<file path="config.mk">
export PLATFORM = sky130hd
export DESIGN_NAME = instr_encoder
export DESIGN_NICKNAME = d
export VERILOG_FILES = /design/src/rtl/instr_encoder_pkg.sv /design/src/rtl/instr_encoder_enc_fifo.sv /design/src/rtl/instr_encoder.sv
export SDC_FILE = /design/constraint.sdc
export NUM_CORES = 1
export LEC_CHECK = 0
export ABC_CLOCK_PERIOD_IN_PS = 6860
export BUFFER_PORTS_ARGS = -buffer_cell sky130_fd_sc_hd__clkbuf_2
export CAP_MARGIN = 20
export CORE_MARGIN = 2
export CORE_UTILIZATION = 54
export DETAILED_ROUTE_END_ITERATION = 6
export PLACE_DENSITY = 0.85
export SETUP_SLACK_MARGIN = 0.3
export SLEW_MARGIN = 30
export SYNTH_ARGS = -nofsm -noshare
export SYNTH_HDL_FRONTEND = slang
export SYNTH_HIERARCHICAL = 1
export SYNTH_SLANG_ARGS = --single-unit
</file>
<file path="constraint.sdc">
create_clock -name clk -period 6.86 [get_ports clk]
set_input_delay 1.372 -clock clk [delete_from_list [all_inputs] [get_ports clk]]
set_output_delay 1.372 -clock clk [all_outputs]
set_load 0.01 [all_outputs]
</file>
<file path="src/rtl/instr_encoder_pkg.sv">
// rtl/instr_encoder_pkg.sv - RV32I opcode constants, encoder formats and opcode-to-format lookup
package instr_encoder_pkg;

  localparam logic [6:0] OP_LUI    = 7'b0110111;
  localparam logic [6:0] OP_AUIPC  = 7'b0010111;
  localparam logic [6:0] OP_JAL    = 7'b1101111;
  localparam logic [6:0] OP_JALR   = 7'b1100111;
  localparam logic [6:0] OP_BRANCH = 7'b1100011;
  localparam logic [6:0] OP_LOAD   = 7'b0000011;
  localparam logic [6:0] OP_STORE  = 7'b0100011;
  localparam logic [6:0] OP_IMM    = 7'b0010011;
  localparam logic [6:0] OP_REG    = 7'b0110011;

  localparam logic [31:0] NOP_INSTR = 32'h0000_0013;

  typedef enum logic [2:0] {FMT_R, FMT_I, FMT_S, FMT_B, FMT_J, FMT_U, FMT_BAD} enc_fmt_t;

  function automatic enc_fmt_t fmt_of(input logic [6:0] op);
    case (op)
      OP_IMM, OP_JALR, OP_LOAD: fmt_of = FMT_I;
      OP_STORE:                 fmt_of = FMT_S;
      OP_BRANCH:                fmt_of = FMT_B;
      OP_JAL:                   fmt_of = FMT_J;
      OP_LUI, OP_AUIPC:         fmt_of = FMT_U;
      OP_REG:                   fmt_of = FMT_R;
      default:                  fmt_of = FMT_BAD;
    endcase
  endfunction

endpackage

</file>
<file path="src/rtl/instr_encoder_enc_fifo.sv">
// rtl/instr_encoder_enc_fifo.sv - power-of-two output buffer holding {err, instr} entries
module enc_fifo #(
  parameter int DEPTH = 4
) (
  input  logic        clk,
  input  logic        rst,
  input  logic        push,
  input  logic [32:0] wdata,
  input  logic        pop,
  output logic [32:0] rdata,
  output logic        full,
  output logic        empty
);

  localparam int AW = $clog2(DEPTH);

  logic [AW-1:0] wptr, rptr;
  logic [AW:0]   count;
  logic [32:0]   mem [DEPTH];
  logic          do_push, do_pop;

  assign do_push = push & ~full;
  assign do_pop  = pop & ~empty;
  assign full    = (count == (AW+1)'(DEPTH));
  assign empty   = (count == '0);
  // Head is masked while empty so the outputs read zero during and after reset.
  assign rdata   = empty ? '0 : mem[rptr];

  always_ff @(posedge clk or posedge rst) begin
    if (rst) begin
      wptr  <= '0;
      rptr  <= '0;
      count <= '0;
    end else begin
      if (do_push) wptr <= wptr + 1'b1;
      if (do_pop)  rptr <= rptr + 1'b1;
      case ({do_push, do_pop})
        2'b10:   count <= count + 1'b1;
        2'b01:   count <= count - 1'b1;
        default: count <= count;
      endcase
    end
  end

  always_ff @(posedge clk) begin
    if (do_push) mem[wptr] <= wdata;
  end

endmodule

</file>
<file path="src/rtl/instr_encoder.sv">
// rtl/instr_encoder.sv - RV32I field-bundle to instruction encoder with buffered output
// Optional immediate range checking is enabled by defining ENC_RANGE_CHECK_EN.
module instr_encoder
  import instr_encoder_pkg::*;
#(
  parameter int DEPTH = 4,
  parameter int CNT_W = 16
) (
  input  logic             clk,
  input  logic             rst,
  input  logic             in_valid,
  output logic             in_ready,
  input  logic [6:0]       in_op,
  input  logic [4:0]       in_rd,
  input  logic [4:0]       in_rs1,
  input  logic [4:0]       in_rs2,
  input  logic [2:0]       in_funct3,
  input  logic [6:0]       in_funct7,
  input  logic [31:0]      in_imm,
  output logic             out_valid,
  input  logic             out_ready,
  output logic [31:0]      out_instr,
  output logic             out_err,
  output logic [CNT_W-1:0] err_count
);

  enc_fmt_t    fmt;
  logic [31:0] enc_instr;
  logic        enc_err;
  logic        accept;
  logic        ready_en;
  logic        full, empty;
  logic [32:0] head;

  assign fmt = fmt_of(in_op);

  always_comb begin
    enc_instr = '0;
    case (fmt)
      FMT_R: enc_instr = {in_funct7, in_rs2, in_rs1, in_funct3, in_rd, in_op};
      FMT_I: enc_instr = {in_imm[11:0], in_rs1, in_funct3, in_rd, in_op};
      FMT_S: enc_instr = {in_imm[11:5], in_rs2, in_rs1, in_funct3, in_imm[4:0], in_op};
      FMT_B: enc_instr = {in_imm[12], in_imm[10:5], in_rs2, in_rs1, in_funct3,
                          in_imm[4:1], in_imm[11], in_op};
      FMT_J: enc_instr = {in_imm[20], in_imm[10:1], in_imm[11], in_imm[19:12], in_rd, in_op};
      FMT_U: enc_instr = {in_imm[31:12], in_rd, in_op};
      default: enc_instr = NOP_INSTR;
    endcase
  end

`ifdef ENC_RANGE_CHECK_EN
  logic range_err;

  // Upper bits must replicate the format's sign bit; branch/jump targets must be even.
  always_comb begin
    range_err = 1'b0;
    case (fmt)
      FMT_I, FMT_S: range_err = (in_imm[31:11] != {21{in_imm[11]}});
      FMT_B:        range_err = (in_imm[31:12] != {20{in_imm[12]}}) | in_imm[0];
      FMT_J:        range_err = (in_imm[31:20] != {12{in_imm[20]}}) | in_imm[0];
      FMT_U:        range_err = |in_imm[11:0];
      default:      range_err = 1'b0;
    endcase
  end

  assign enc_err = (fmt == FMT_BAD) | range_err;
`else
  assign enc_err = (fmt == FMT_BAD);
`endif

  // ready_en keeps in_ready low through reset and for the edge at which rst falls.
  always_ff @(posedge clk or posedge rst) begin
    if (rst) ready_en <= 1'b0;
    else     ready_en <= 1'b1;
  end

  assign in_ready = ready_en & ~full;
  assign accept   = in_valid & in_ready;

  always_ff @(posedge clk or posedge rst) begin
    if (rst)
      err_count <= '0;
    else if (accept && enc_err && (err_count != '1))
      err_count <= err_count + 1'b1;
  end

  enc_fifo #(.DEPTH(DEPTH)) u_fifo (
    .clk   (clk),
    .rst   (rst),
    .push  (accept),
    .wdata ({enc_err, enc_instr}),
    .pop   (out_ready),
    .rdata (head),
    .full  (full),
    .empty (empty)
  );

  assign out_valid = ~empty;
  assign out_err   = head[32];
  assign out_instr = head[31:0];

endmodule

</file>
==> impl_metrics.toml, run 1 <==
[status]
outcome = "completed"

[global_routing]
grt_pass1_wl_um = 22900
grt_max_degree = 37
grt-ovfl-total = 0
grt_usage = 0.230
antenna_found_initial = 0
first_global_vias = 4331

[sta]
finalMaxSlewViolations = 0
min_period_over_period = 0.547
rsz0062_at_grt = "false"
setup_viol = 0
finalClockSkew_ns = 0.00817
tightest_slew_ns = 0.985
fin_setup_tns_ns = 0
hold_viol = 0
period_minus_slack_ns = 3.75
relSlewSlack = 0.343
fmax_mhz = 266

[synthesis]
seq_area_frac_synth = 0.663
synth_common_cells = "132 x edfxtp_1, 35 x nand2_1, 30 x mux4_2, 30 x nor2b_1, 24 x dfrtp_1"
synth_cell_types = 55
syn_avg_cell_area_um2 = 16.4
synth_ff_type = "edfxtp_1"
yosysTopAreaCellShare = 0.575
synth-edff-count = 132
syn_area_um2 = 6890
synth_area_leader_cell = "edfxtp_1"
synth_cells = 419
yosysMostFrequentCell = "edfxtp_1"
async_flop_share = 0.154
synth-seq-cells = 156
synth.area.top_cells = "edfxtp_1 58%, mux4_2 9.8%, dfrtp_1 8.7%, nor2b_1 2.7%, nand2_1 1.9%"
ys_warn_count = 6

[clock_tree]
postCtsHoldBufs = 0
htree_levels = 4
cts-root-buf = "clkbuf_16"
cts_buffers = 17
clock-sinks = 156
path_clk_slew_ns = 0.06
cts_setup_buffers = 0
clkLatencyLatePin_ns = 0.42
cts_buffer_depth = 2
cts_tree = "yes"
cts_resized = 0

[die]
die_area_um2 = 13700
die_w_um = 117
fp.dieH_um = 117
num_io_pins = 119
coreArea_um2 = 12500
row_count = 41
start_util = 0.550

[placement]
placed_area_um2 = 7610
place_congestion = 0.885
portBuffers = 118
place_inst = 702
hpwlAfterDp_um = 9370

[routing]
via_per_inst = 5.78
drc = 0
first_pass_iters = 5
routed_wl_um = 14900
ant_nets = 0
first_iter_violations = 377
vias = 4241
wl_per_cell_um = 20.3

[critical_path]
crit_type = "reg2out"
cpLargestDelayFamily = "buffers and inverters"
crit_path_end_kind = "primary output"
rr_endpoint = "u_fifo/mem[1][6]"
regToRegSetupSlack_ns = 4.19
worstPathRequired_ns = 5.49
arrival_ns = 2.38
crit_fanout = 27
critPathLaunchType = "register"
cp_slowest_stage_delay_ns = 0.58
cp_cell_sequence = "buf_4 > mux4_2 > nor2b_1 > clkbuf_2"
worstPathBufferInverterCount = 2
r2r_cells = 5
critPathSlowestCell = "mux4_2"
worstReg2RegStart = "u_fifo/count[2]"

[min_path]
hold_end = "err_count[14]"
worstHoldStart = "err_count[14]"
hold_path_class = "reg2reg"
min_path_cells = 1

[power_and_ir_drop]
p_leak_nw = 3.26
total_power_w = 0.00303
ir_worst_vdd_uv = 168
power_density_nw_per_um2 = 369

[cells_and_area]
layout-drive-gt1-share = 0.351
final_cells = 734
n_antenna_cell = 0
areaGrowthSynthToFinish_pct = 19.1
nets = 624
design_area_um2 = 8200

[run]
drv_cap = 0
-- flip-flops by register name, indices dropped and copies added (netlist names) --
| register | cells |
|---|---|
| u_fifo/wptr | 2 |
| u_fifo/mem | 132 |
| ready_en | 1 |
| err_count | 16 |
| u_fifo/rptr | 2 |
| u_fifo/count | 3 |
-- where the power goes --
part / internal (W) / switching, W / leakage, nW / total (W)
Sequential: 0.00114 / 0.0000738 / 1.58 / 0.00122
Combinational: 0.000418 / 0.000455 / 1.40 / 0.000873
Clock: 0.000578 / 0.000360 / 0.275 / 0.000938
Total: 0.00214 / 0.000889 / 3.26 / 0.00303
-- through the flow --
stage / utilization / hold WS, ns / worst slack (ns)
6_report: 0.655 / 0.494 / 3.11
5_1_grt: 0.655 / 0.515 / 2.98
4_1_cts: 0.655 / 0.499 / 3.05
3_5_place_dp: 0.608 / 0.489 / 3.18
3_3_place_gp: 0.608 / 0.473 / 3.27
2_1_floorplan: - / 0.475 / 3.79
-- cells by family (layout without fill, tap and decap cells) --
family | Yosys count | count (layout) | share of synthesized area
DFF | 156 | 156 | 0.663
and+or+nand+nor | 131 | 131 | 0.113
AOI/OAI and AO/OA | 40 | 40 | 0.0432
muxes | 37 | 37 | 0.116
buffers and inverters | 28 | 163 | 0.0271
xor gates and xnor gates | 19 | 19 | 0.0242
adders and majority gates | 7 | 7 | 0.0138
other | 1 | 9 | 0.000544
-- layer usage --
metal  GRT usage  vias up  wire (um)
met3      0.0505       47       1090
met2       0.388      221       7460
li1            -     1865          -
met5           0        -          0
met4       0.122        0        473
met1       0.280     2108       5840
-- cells in the final DEF (no fill, tap or decap), types with 10 or more instances in the layout --
cell type    n
a22oi_1     10
clkbuf_16   17
clkbuf_2   118
dfrtp_1     23
edfxtp_1   132
inv_1       10
mux4_2      30
nand2_1     35
nor2b_1     30
xnor2_1     14
-- how the worst max path moves through the flow --
stage,from,endpoint,slack (ns),depth (start not counted)
floorplan,in_valid,u_fifo/mem[0][0],3.79,3
global placement,in_op[0],err_count[1],3.27,6
detailed placement,in_op[4],err_count[1],3.18,6
CTS,u_fifo/rptr[0],out_instr[4],3.05,4
global route,u_fifo/rptr[0],out_instr[25],2.98,4
finish,u_fifo/rptr[0],out_instr[22],3.11,4
-- layout make-up --
class	count	area, um^2
Fill cell	892	4310
Clock inverter	12	146
Sequential cell	156	4570
Inverter	10	37.5
Clock buffer	20	447
Timing Repair Buffer	121	613
Multi-Input combinational cell	243	2180
Tap cell	172	215
Power figures use the tool's default switching activity.
==> inputs of run 2 (changes only) <==
- ABC_AREA: not set -> 1
- ABC_CLOCK_PERIOD_IN_PS: 6860 -> 3880
- PLACE_DENSITY: 0.85 -> 0.84
- clock period: 6.86 -> 3.88 ns (I/O delays scaled with it)
==> impl_metrics.toml, run 2 <==
[routing]
routed_wl_um = 18500
wl_per_cell_um = 15.7
ant_nets = 0
first_pass_iters = 5
first_iter_violations = 630
drc = 0
via_per_inst = 5.26
vias = 6212

[synthesis]
synth.area.top_cells = "edfxtp_1 50%, nand2_1 12%, inv_1 8.0%, dfrtp_1 7.6%, nand3_1 6.9%"
synth_area_leader_cell = "edfxtp_1"
seq_area_frac_synth = 0.579
synth-edff-count = 132
synth-seq-cells = 156
async_flop_share = 0.154
yosysMostFrequentCell = "nand2_1"
syn_avg_cell_area_um2 = 9.14
syn_area_um2 = 7880
ys_warn_count = 6
synth_cell_types = 33
yosysTopAreaCellShare = 0.503
synth_cells = 862
synth_common_cells = "247 x nand2_1, 167 x inv_1, 132 x edfxtp_1"
synth_ff_type = "edfxtp_1"

[sta]
setup_viol = 0
tightest_slew_ns = 0.930
relSlewSlack = 0.378
rsz0062_at_grt = "false"
setup_ws_ns = 1.04
fmax_mhz = 353
hold_viol = 0
fin_setup_tns_ns = 0
period_minus_slack_ns = 2.84
finalClockSkew_ns = 0.00732
min_period_over_period = 0.731
finalMaxSlewViolations = 0

[run]
drv_cap = 0

[critical_path]
critPathLaunchType = "register"
regToRegSetupSlack_ns = 1.32
crit_start = "u_fifo/rptr[0]"
worstPathRequired_ns = 3.10
worstSetupEndpoint = "out_instr[13]"
arrival_ns = 2.06
worstReg2RegStart = "u_fifo/count[1]"
crit_path_end_kind = "primary output"
r2r_cells = 14
rr_endpoint = "u_fifo/count[2]"
crit_fanout = 26
crit_type = "reg2out"

[cells_and_area]
layout-drive-gt1-share = 0.190
final_cell_mix = "247 x nand2_1, 167 x inv_1, 132 x edfxtp_1"
largest_reg_flops = 132
nets = 1058
areaGrowthSynthToFinish_pct = 16.2
reg_top3 = "u_fifo/mem x132, err_count x16, u_fifo/count x3"
layout_commonest_cell = "nand2_1"
top_register = "u_fifo/mem"
n_antenna_cell = 0

[power_and_ir_drop]
ir_worst_vdd_uv = 346
power_density_nw_per_um2 = 624
p_leak_nw = 4.40

[clock_tree]
htree_levels = 4
clkLatencyLatePin_ns = 0.42
clock-sinks = 156
cts_buffer_depth = 2
postCtsHoldBufs = 0
path_clk_slew_ns = 0.06
cts_setup_buffers = 0
cts_resized = 0
cts_tree = "yes"
cts_buffers = 17
cts-root-buf = "clkbuf_16"

[global_routing]
grt-ovfl-total = 0
grt_pass1_wl_um = 29300
grt_usage = 0.241
first_global_vias = 5818
antenna_found_initial = 0
grt_max_degree = 69

[die]
coreArea_um2 = 14400
die_area_um2 = 15600
die_w_um = 125
start_util = 0.548
row_count = 44
num_io_pins = 119
fp.dieH_um = 125

[placement]
hpwlAfterDp_um = 11700
portBuffers = 118
place_ws_ns = 1.01
place_congestion = 0.933

[min_path]
hold_path_class = "in2async"

[status]
outcome = "completed"
==> run 2: changes by cell type after synthesis, sizes merged, moves of 13 or more <==
cell,delta
nand4,+16
a21oi,+31
nand2,+222
buf,+13
nor2,+21
nor2b,-30
inv,+166
nand3,+104
mux4,-33
==> run 2: where the power goes <==
group	internal, W	switching (W)	leakage, nW
Combinational	0.000656	0.00138	2.52
Sequential	0.00201	0.0000966	1.60
Clock	0.000973	0.000601	0.280
Total	0.00364	0.00207	4.40
==> run 2: cells by family (layout without fill, tap and decap cells) <==
kind of cell	Yosys count	after routing	synth area share
buf+inv	210	336	0.115
other cells	1	9	0.000476
simple gates	427	427	0.246
fa+ha+maj	7	7	0.0121
flops	156	156	0.579
compound gates	52	52	0.0368
xor+xnor	9	9	0.0100
==> run 2: routing by layer <==
layer	part of all wire	wire length [um]	GRT usage	vias up
li1	-	-	-	2993
met1	0.39	7230	0.303	2888
met2	0.51	9360	0.416	310
met3	0.091	1690	0.0584	21
met4	0.013	244	0.0701	0
met5	0	0	0	-
==> run 2: worst min-delay path by stage <==
stage / start / to / slack (ns)
after global routing: rst / u_fifo/count[1] / 0.29
after global placement: u_fifo/count[1] / u_fifo/count[1] / 0.47
after detailed placement: u_fifo/count[0] / u_fifo/count[0] / 0.48
after CTS: rst / u_fifo/count[1] / 0.27
final: rst / u_fifo/count[1] / 0.28
after floorplan: u_fifo/count[1] / u_fifo/count[1] / 0.45
==> run 2: through the flow <==
stage	hold slack [ns]	utilization	instance area, um^2	power (W)	instances
2_1_floorplan	0.453	-	7910	0.00347	870
3_3_place_gp	0.468	0.598	8590	0.00407	1148
3_5_place_dp	0.484	0.598	8590	0.00413	1148
4_1_cts	0.275	0.637	9150	0.00572	1180
5_1_grt	0.294	0.637	9150	0.00599	1180
6_report	0.277	0.637	9150	0.00571	1180
==> run 2: worst max-delay path: stages, from the launching register on <==
cell	delay (ns)
dfrtp_2	0.41
inv_2	0.38
buf_4	0.37
nand2_1	0.11
nand3_1	0.09
a21oi_1	0.09
clkbuf_2	0.18
==> run 2: cell type report <==
cell class | count | area [um^2]
tap | 184 | 230
clock inverter | 9 | 97.6
clock buffer | 23 | 468
inverter | 177 | 664
timing repair buffer | 127 | 658
multi-input combinational | 504 | 2470
fill | 1118 | 5220
sequential | 156 | 4570
